--- src/rtl/reg_read_port.sv ---
// Two-requester round-robin read port for the 8x16 register file, with a small
// in-order response FIFO. Optional write-to-read forwarding: REG_READ_FWD_EN.
module reg_read_port #(
    parameter int unsigned FIFO_DEPTH = 2,
    parameter int unsigned DATA_W     = 16
) (
    input  logic              CLK,
    input  logic              RST,
    input  logic [DATA_W-1:0] wr,
    input  logic [DATA_W-1:0] ma,
    input  logic [DATA_W-1:0] ar,
    input  logic [DATA_W-1:0] na,
    input  logic [DATA_W-1:0] rv,
    input  logic [DATA_W-1:0] sp,
    input  logic [DATA_W-1:0] ra,
    input  logic [DATA_W-1:0] tp,
    input  logic              regWrite,
    input  logic [2:0]        regDest,
    input  logic [DATA_W-1:0] DataWrite,
    input  logic              req0_valid,
    input  logic [2:0]        req0_addr,
    output logic              req0_ready,
    input  logic              req1_valid,
    input  logic [2:0]        req1_addr,
    output logic              req1_ready,
    output logic              rsp_valid,
    output logic [DATA_W-1:0] rsp_data,
    output logic              rsp_src,
    output logic [2:0]        rsp_addr,
    input  logic              rsp_ready
);

    localparam int unsigned PTR_W = $clog2(FIFO_DEPTH);
    localparam logic [PTR_W:0] DEPTH_C = (PTR_W+1)'(FIFO_DEPTH);

    typedef struct packed {
        logic [DATA_W-1:0] data;
        logic              src;
        logic [2:0]        addr;
    } entry_t;

    entry_t            mem [FIFO_DEPTH];
    logic [PTR_W-1:0]  wrPtr, rdPtr, headIdx;
    logic [PTR_W:0]    count;
    logic              lastGrant;

    logic [DATA_W-1:0] regBus [8];
    logic              grant0, grant1, space, push, pop;
    logic [2:0]        sel;
    logic [DATA_W-1:0] pushData;

    assign regBus[0] = wr;
    assign regBus[1] = ma;
    assign regBus[2] = ar;
    assign regBus[3] = na;
    assign regBus[4] = rv;
    assign regBus[5] = sp;
    assign regBus[6] = ra;
    assign regBus[7] = tp;

    // rsp_ready is deliberately excluded from space: no comb path rsp_ready -> reqN_ready.
    assign space = (count < DEPTH_C);

    always_comb begin
        grant0 = 1'b0;
        grant1 = 1'b0;
        if (req0_valid && req1_valid) begin
            if (lastGrant) grant0 = 1'b1;
            else           grant1 = 1'b1;
        end else begin
            grant0 = req0_valid;
            grant1 = req1_valid;
        end
    end

    assign req0_ready = grant0 & space;
    assign req1_ready = grant1 & space;
    assign push       = req0_ready | req1_ready;
    assign sel        = grant1 ? req1_addr : req0_addr;

`ifdef REG_READ_FWD_EN
    // The register file only updates at the edge, so a same-cycle write must be bypassed.
    assign pushData = (regWrite && (regDest == sel)) ? DataWrite : regBus[sel];
`else
    logic unusedFwd;
    assign unusedFwd = ^{regWrite, regDest, DataWrite};
    assign pushData  = regBus[sel];
`endif

    assign rsp_valid = (count != '0);
    assign pop       = rsp_valid & rsp_ready;

    // When empty, point at the slot just popped so the outputs keep their last value.
    assign headIdx  = (count == '0) ? (rdPtr - PTR_W'(1)) : rdPtr;
    assign rsp_data = mem[headIdx].data;
    assign rsp_src  = mem[headIdx].src;
    assign rsp_addr = mem[headIdx].addr;

    always_ff @(posedge CLK) begin
        if (RST) begin
            count     <= '0;
            wrPtr     <= '0;
            rdPtr     <= '0;
            lastGrant <= 1'b1;
            for (int unsigned i = 0; i < FIFO_DEPTH; i++) begin
                mem[i] <= '0;
            end
        end else begin
            if (push) begin
                mem[wrPtr] <= '{data: pushData, src: grant1, addr: sel};
                wrPtr      <= wrPtr + PTR_W'(1);
                lastGrant  <= grant1;
            end
            if (pop) begin
                rdPtr <= rdPtr + PTR_W'(1);
            end
            case ({push, pop})
                2'b10:   count <= count + (PTR_W+1)'(1);
                2'b01:   count <= count - (PTR_W+1)'(1);
                default: count <= count;
            endcase
        end
    end

endmodule

--- config.mk ---
export PLATFORM = sky130hd
export DESIGN_NAME = reg_read_port
export DESIGN_NICKNAME = d
export VERILOG_FILES = /design/src/rtl/reg_read_port.sv
export SDC_FILE = /design/constraint.sdc
export NUM_CORES = 1
export LEC_CHECK = 0
export BUFFER_PORTS_ARGS = -buffer_cell sky130_fd_sc_hd__buf_2
export CORE_MARGIN = 4
export CORE_UTILIZATION = 45
export DETAILED_ROUTE_END_ITERATION = 7
export MAX_ROUTING_LAYER = met4
export PLACE_DENSITY_LB_ADDON = 0.08
export SETUP_SLACK_MARGIN = 0.1
export SLEW_MARGIN = 0
export SYNTH_ARGS = -nofsm -noshare
export SYNTH_HDL_FRONTEND = slang
export SYNTH_SLANG_ARGS = --single-unit
--- constraint.sdc ---
create_clock -name CLK -period 4.14 [get_ports CLK]
set_clock_uncertainty 0.15 [all_clocks]
set_input_delay 0.828 -clock CLK [delete_from_list [all_inputs] [get_ports CLK]]
set_output_delay 0.828 -clock CLK [all_outputs]
set_load 0.02 [all_outputs]
==> results of run 1 <==
worst min-delay path, delay by kind of cell (launching register included):
kind	cells	cell delay [ps]
and+or+nand+nor	1	70
DFF	1	370
xor gates and xnor gates	1	80
per-layer routing:
layer,global-route usage (%),up-vias,wire [um]
li1,-,1647,-
met1,29.9,1686,5010
met2,39.3,141,5780
met3,3.89,8,810
met4,5.65,0,155
met5,-,-,0
per-stage QoR:
step	hold WS [ps]	instances	util, %	setup WS, ps	total power [mW]
floorplan	344	328	-	1490	1.61
global placement	375	563	56.8	996	1.99
detailed placement	389	563	56.8	933	2.01
CTS	410	570	57.7	1100	2.26
global route	439	570	57.7	1040	2.38
finish	406	570	57.7	1140	2.24
flip-flops by register name, indices dropped and copies added (netlist names):
register	cells
count	2
lastGrant	1
mem	40
rdPtr	1
wrPtr	1
power groups by stage:
stage / Combinational, mW / Sequential [mW] / Clock (mW)
5_1_grt: 1.37 / 0.732 / 0.277
3_5_place_dp: 1.29 / 0.725 / 0
6_report: 1.27 / 0.714 / 0.253
4_1_cts: 1.29 / 0.715 / 0.260
2_1_floorplan: 0.905 / 0.708 / 0
3_3_place_gp: 1.28 / 0.717 / 0
logic make-up after synthesis:
| logic type | count (synthesis) | synth area share [%] |
|---|---|---|
| XOR/XNOR | 5 | 1.11 |
| adder cells (fa/ha/maj) | 1 | 0.316 |
| buffers and inverters | 40 | 5.40 |
| multiplexers | 74 | 30.5 |
| flip-flops | 45 | 32.8 |
| AND/OR/NAND/NOR | 61 | 8.02 |
| AO/OA/AOI/OAI | 102 | 21.9 |
area by class of cell:
type | count | area (sq um)
fill | 747 | 3550
timing repair buffer | 167 | 851
inverter | 3 | 11.3
clock inverter | 1 | 3.75
clock buffer | 6 | 72.6
multi-input combinational | 243 | 2460
sequential | 45 | 1300
tap | 105 | 131
worst max path at each step:
stage,startpoint,end,slack [ps],cells past startpoint
2_1_floorplan,req1_valid,req1_ready,1490,4
4_1_cts,count[1],rsp_data[0],1100,5
6_report,count[1],rsp_data[0],1140,5
3_5_place_dp,req0_valid,mem[1][14],930,5
5_1_grt,count[1],rsp_data[0],1040,5
3_3_place_gp,req1_valid,mem[1][12],1000,6
placed cells by master (no fill, tap or decap), types with 6 or more instances in the layout:
master    count
a221oi_1     21
buf_4         6
nor2_1       12
edfxtp_1     40
buf_2       161
a21boi_0     30
mux2_2       35
nand3_1      32
a221oi_2      9
o31ai_1      30
mux4_2       32
==> qor.yml, run 1 <==
outcome:
  outcome: "completed"
global_route:
  grt_pass1_wl_mm: 18.1
  grt_max_degree: 51
  grt_pass1_vias: 3593
  grt_util_all_layers_pct: 23.4
  antenna_found_initial: 0
  overflow: 0
setup_path:
  reg2reg_from: "count[1]"
  cp_cell_sequence: "or2_2 -> xor2_2 -> buf_4 -> mux2_2 -> buf_2"
  critPathLaunchType: "register"
  reg2reg_slack_ps: 1450
  cpLargestDelayFamily: "buffers and inverters"
  path_max_fanout: 20
  cp_slowest_cell: "mux2_2"
  rr_endpoint: "mem[1][11]"
  rr_worst_depth: 4
  critPathMaxStageDelay_ps: 410
  critPathKind: "register to output pin"
  required_ps: 3160
  critical_path_buf_inv_count: 2
  critPathArrivalTime_ps: 2030
  endpoint_kind: "output pin"
synth:
  synthDistinctLibCells: 40
  syn_area_sq_mm: 0.00396
  synth_most_common_cell: "edfxtp_1"
  syn_avg_cell_area_sq_um: 12.1
  synth.largest_area_cell: "edfxtp_1"
  ys_seq_area_share_pct: 32.8
  synth-async-reset-ratio_pct: 0
  yosysWarningCount: 0
  synth_top_area_share_pct: 30.3
  synth_ff_type: "edfxtp_1"
  synth_fp_nets: 488
  netlist_top_cells_count: "40 x edfxtp_1, 35 x mux2_2, 32 x mux4_2, 32 x nand3_1"
  ys_ff_latch: 45
  synth_cells: 328
  synth.area.top_cells: "edfxtp_1 30%, mux4_2 18%, mux2_2 9.9%"
  synth_edf_count: 40
timing:
  finalHoldViolCount: 0
  setup_viol: 0
  drv_slew: 0
  finalCriticalPeriod_ps: 3000
  period_share_pct: 72.6
  slew_headroom_pct: 25.8
  tns_ps: 0
  clock.fmax_ghz: 0.333
  tightest_slew_ps: 1110
  rsz0062_at_grt: "no"
final_layout:
  drive_gt1_share_pct: 55.9
  antenna_cells: 0
  final_nets: 625
  final_area_sq_mm: 0.00483
  area_delta_synth_final_pct: 22.0
clock_tree:
  cts-resized-gates: 0
  clock_sinks: 45
  root_buffer: "clkbuf_8"
  tritoncts: "done"
  insertion_delay_ps: 290
  path_clk_slew_ps: 80
  post_cts_buffers: 0
  cts_hold_buffers: 0
  ctsHtreeMaxLevel: 2
  cts-buffers-inserted: 5
  cts.path.max_buffers: 2
hold_path:
  worstHoldEndpoint: "count[0]"
  hold_start: "count[0]"
  hold_depth: 2
  hold_class: "register to register"
place:
  dpl.hpwl_mm: 8.76
  place_area_sq_mm: 0.00476
  place_congestion: 0.821
  port-buffer-count: 161
routing:
  wl_per_cell_um: 20.6
  route.detailed.drc: 0
  ant_nets: 0
  avgViaCountPerCell: 6.11
  wirelength_mm: 11.7
  first_pass_iters: 4
  dr.first_iter.drc_count: 206
  vias: 3482
die:
  io_pins: 182
  die_h_um: 102
  core_region_area_sq_mm: 0.00838
  core.rowCount: 33
  die_x_um: 102
  die-area_sq_mm: 0.0104
  start_util_pct: 47.3
run:
  drv_cap: 0
power:
  internal_power_mw: 1.32
  combPwrFrac_pct: 56.8
  power_frac_seq_pct: 31.9
  clockPowerShare_pct: 11.3
  leakagePower_nw: 1.97
  vdd_drop_max_mv: 0.312
  power.density_mw_per_mm2: 463
  power.switching_uw: 923
  p_sw_share_pct: 41.2
(Power assumes the default switching activity.)
==> run 2: changes to the inputs <==
--- a/config.mk
+++ b/config.mk
@@ -7,7 +7,7 @@
 export LEC_CHECK = 0
 export BUFFER_PORTS_ARGS = -buffer_cell sky130_fd_sc_hd__buf_2
 export CORE_MARGIN = 4
-export CORE_UTILIZATION = 45
+export CORE_UTILIZATION = 43
 export DETAILED_ROUTE_END_ITERATION = 7
 export MAX_ROUTING_LAYER = met4
 export PLACE_DENSITY_LB_ADDON = 0.08
==> constraint.sdc (replaced) <==
create_clock -name CLK -period 2.6 [get_ports CLK]
set_clock_uncertainty 0.15 [all_clocks]
set_input_delay 0.52 -clock CLK [delete_from_list [all_inputs] [get_ports CLK]]
set_output_delay 0.52 -clock CLK [all_outputs]
set_load 0.02 [all_outputs]
==> run 2 against run 1 <==
Critical path depth up 1. Sequential power up 60%. Register-to-register slack worse by 1100 ps. Highest routed layer unchanged. Count of clock-buffer cells in the layout is the same. Clock power increased by 100%. Non-clock buffer count rose by 21. Hold slack lost 39 ps. Cell count rose by 4.4%. Flip-flop and latch count stayed put. Design area grew 8.5%. Core utilization grew 1.6 points. Via count is 3.1% higher.
==> qor.yml, run 2 (synthesized netlist as in run 1, its figures left out) <==
setup_path:
  cp_slowest_cell: "dfxtp_4"
  reg2reg_from: "count[1]"
  reg2reg_slack_ps: 350
  required_ps: 1930
  critical_path_buf_inv_count: 3
  critPathKind: "register to output pin"
  cp_num_cells: 6
  critPathLaunchType: "register"
  endpoint_kind: "output pin"
  cpLargestDelayFamily: "buffers and inverters"
  rr_endpoint: "mem[0][10]"
  cp_cell_sequence: "or2_4 -> xor2_4 -> buf_12 -> clkbuf_16 -> mux2_4 -> buf_6"
  path_max_fanout: 5
  critPathArrivalTime_ps: 1870
  critPathMaxStageDelay_ps: 350
  rr_worst_depth: 6
final_layout:
  drive_gt1_share_pct: 58.3
  reg_top3: "mem (40), count (2)"
  area_delta_synth_final_pct: 32.3
  fillers: 773
  stdcell_count: 595
  final_area_sq_mm: 0.00524
  layout_commonest_cell: "buf_2"
  post-route-util_pct: 59.3
  antenna_cells: 0
  final_cell_mix: "151 x buf_2, 40 x edfxtp_1, 32 x mux4_2, 32 x nand3_1"
  regMostFlops: "mem"
  largest_register_ff_count: 40
  final_nets: 646
power:
  power.density_mw_per_mm2: 835
  internal_power_mw: 2.74
  power_frac_seq_pct: 26.0
  combPwrFrac_pct: 62.2
  p_sw_share_pct: 37.3
  power.switching_mw: 1.63
  leakagePower_nw: 2.18
  clockPowerShare_pct: 11.8
  vdd_drop_max_mv: 0.435
clock_tree:
  cts.path.max_buffers: 2
  path_clk_slew_ps: 80
  clock_sinks: 45
  ctsHtreeMaxLevel: 2
  insertion_delay_ps: 290
  root_buffer: "clkbuf_8"
  tritoncts: "done"
  cts-buffers-inserted: 5
run:
  drv_cap: 0
die:
  io_pins: 182
  die_h_um: 104
  core_region_area_sq_mm: 0.00885
  die-area_sq_mm: 0.0108
  start_util_pct: 44.8
  core.rowCount: 34
  die_x_um: 104
routing:
  first_pass_iters: 5
  ant_nets: 0
  route.met2.wl_mm: 5.93
  dr.first_iter.drc_count: 246
  routed.top_layer: "met4"
  dr_wl_met3_mm: 1.10
  wl_per_cell_um: 20.4
  route.detailed.drc: 0
  avgViaCountPerCell: 6.03
  wirelength_mm: 12.1
  vias: 3590
  met1_length_mm: 4.97
timing:
  tns_ps: 0
  worst_slack_ps: 63.5
  clock.fmax_ghz: 0.394
  finalCriticalPeriod_ps: 2540
  setup_viol: 0
  slew_headroom_pct: 23.1
  period_share_pct: 97.6
  rsz0062_at_grt: "yes"
  finalHoldViolCount: 0
  tightest_slew_ps: 1150
  drv_slew: 0
outcome:
  outcome: "completed"
hold_path:
  hold_class: "input port to register"
  hold_start: "req1_valid"
  hold_depth: 2
  worstHoldEndpoint: "lastGrant"
global_route:
  grt_pass1_wl_mm: 19.2
  antenna_found_initial: 0
  grt_max_degree: 35
  grt_util_all_layers_pct: 22.8
  grt_pass1_vias: 3760
  overflow: 0
place:
  dp_cells: 582
  port-buffer-count: 161
  place_congestion: 0.765
  dpl.hpwl_mm: 9.14
  pre_cts_ws_ps: 107
  place_area_sq_mm: 0.00493
## run 2: cell count changes in the layout (fill, tap and decap cells not counted), sizes merged
cell / previous run / this run
buf: 167 / 187
bufinv: 0 / 1
clkbuf: 6 / 7
## run 2: repair_timing
action,4_1_cts,5_1_grt
setup buffers,3,0
gates resized for setup,8,28
setup endpoints to repair,20,20
gates cloned,1,1
hold buffers,0,0
pin swaps,1,1
## run 2: final cells by class
type	count	area, sq um	share of cell area, %
multi-input cells	243	2510	47.9
inverters	3	11.3	0.215
clock buffers	6	72.6	1.38
flip-flops and latches	45	1310	24.9
clock inverters	2	33.8	0.644
well taps	108	135	2.58
repair buffers	188	1170	22.3
## run 2: how the worst max path moves through the flow
stage | startpoint | end
after floorplan | req0_addr[1] | mem[1][13]
after global placement | req1_valid | mem[0][4]
after detailed placement | req1_valid | mem[0][4]
after CTS | count[1] | rsp_data[9]
after global routing | count[1] | rsp_data[10]
final | count[1] | rsp_addr[1]
## run 2: metrics by stage
step	power, mW	hold WS [ps]
after floorplan	2.57	344
after global placement	3.27	384
after detailed placement	3.29	394
after CTS	4.08	359
after global routing	4.60	365
final	4.38	366
## run 2: per-layer routing
layer / vias up / track usage, %
met1: 1716 / 28.9
met2: 179 / 37.6
met5: - / -
li1: 1687 / -
met3: 8 / 5.15
met4: 0 / 4.94
## run 2: power by group through the flow
stage          registers, mW  logic [mW]  clock network [mW]
3_5_place_dp            1.15        2.14                   0
2_1_floorplan           1.13        1.44                   0
6_report                1.14        2.72               0.515
5_1_grt                 1.17        2.88               0.549
3_3_place_gp            1.14        2.13                   0
4_1_cts                 1.14        2.42               0.519
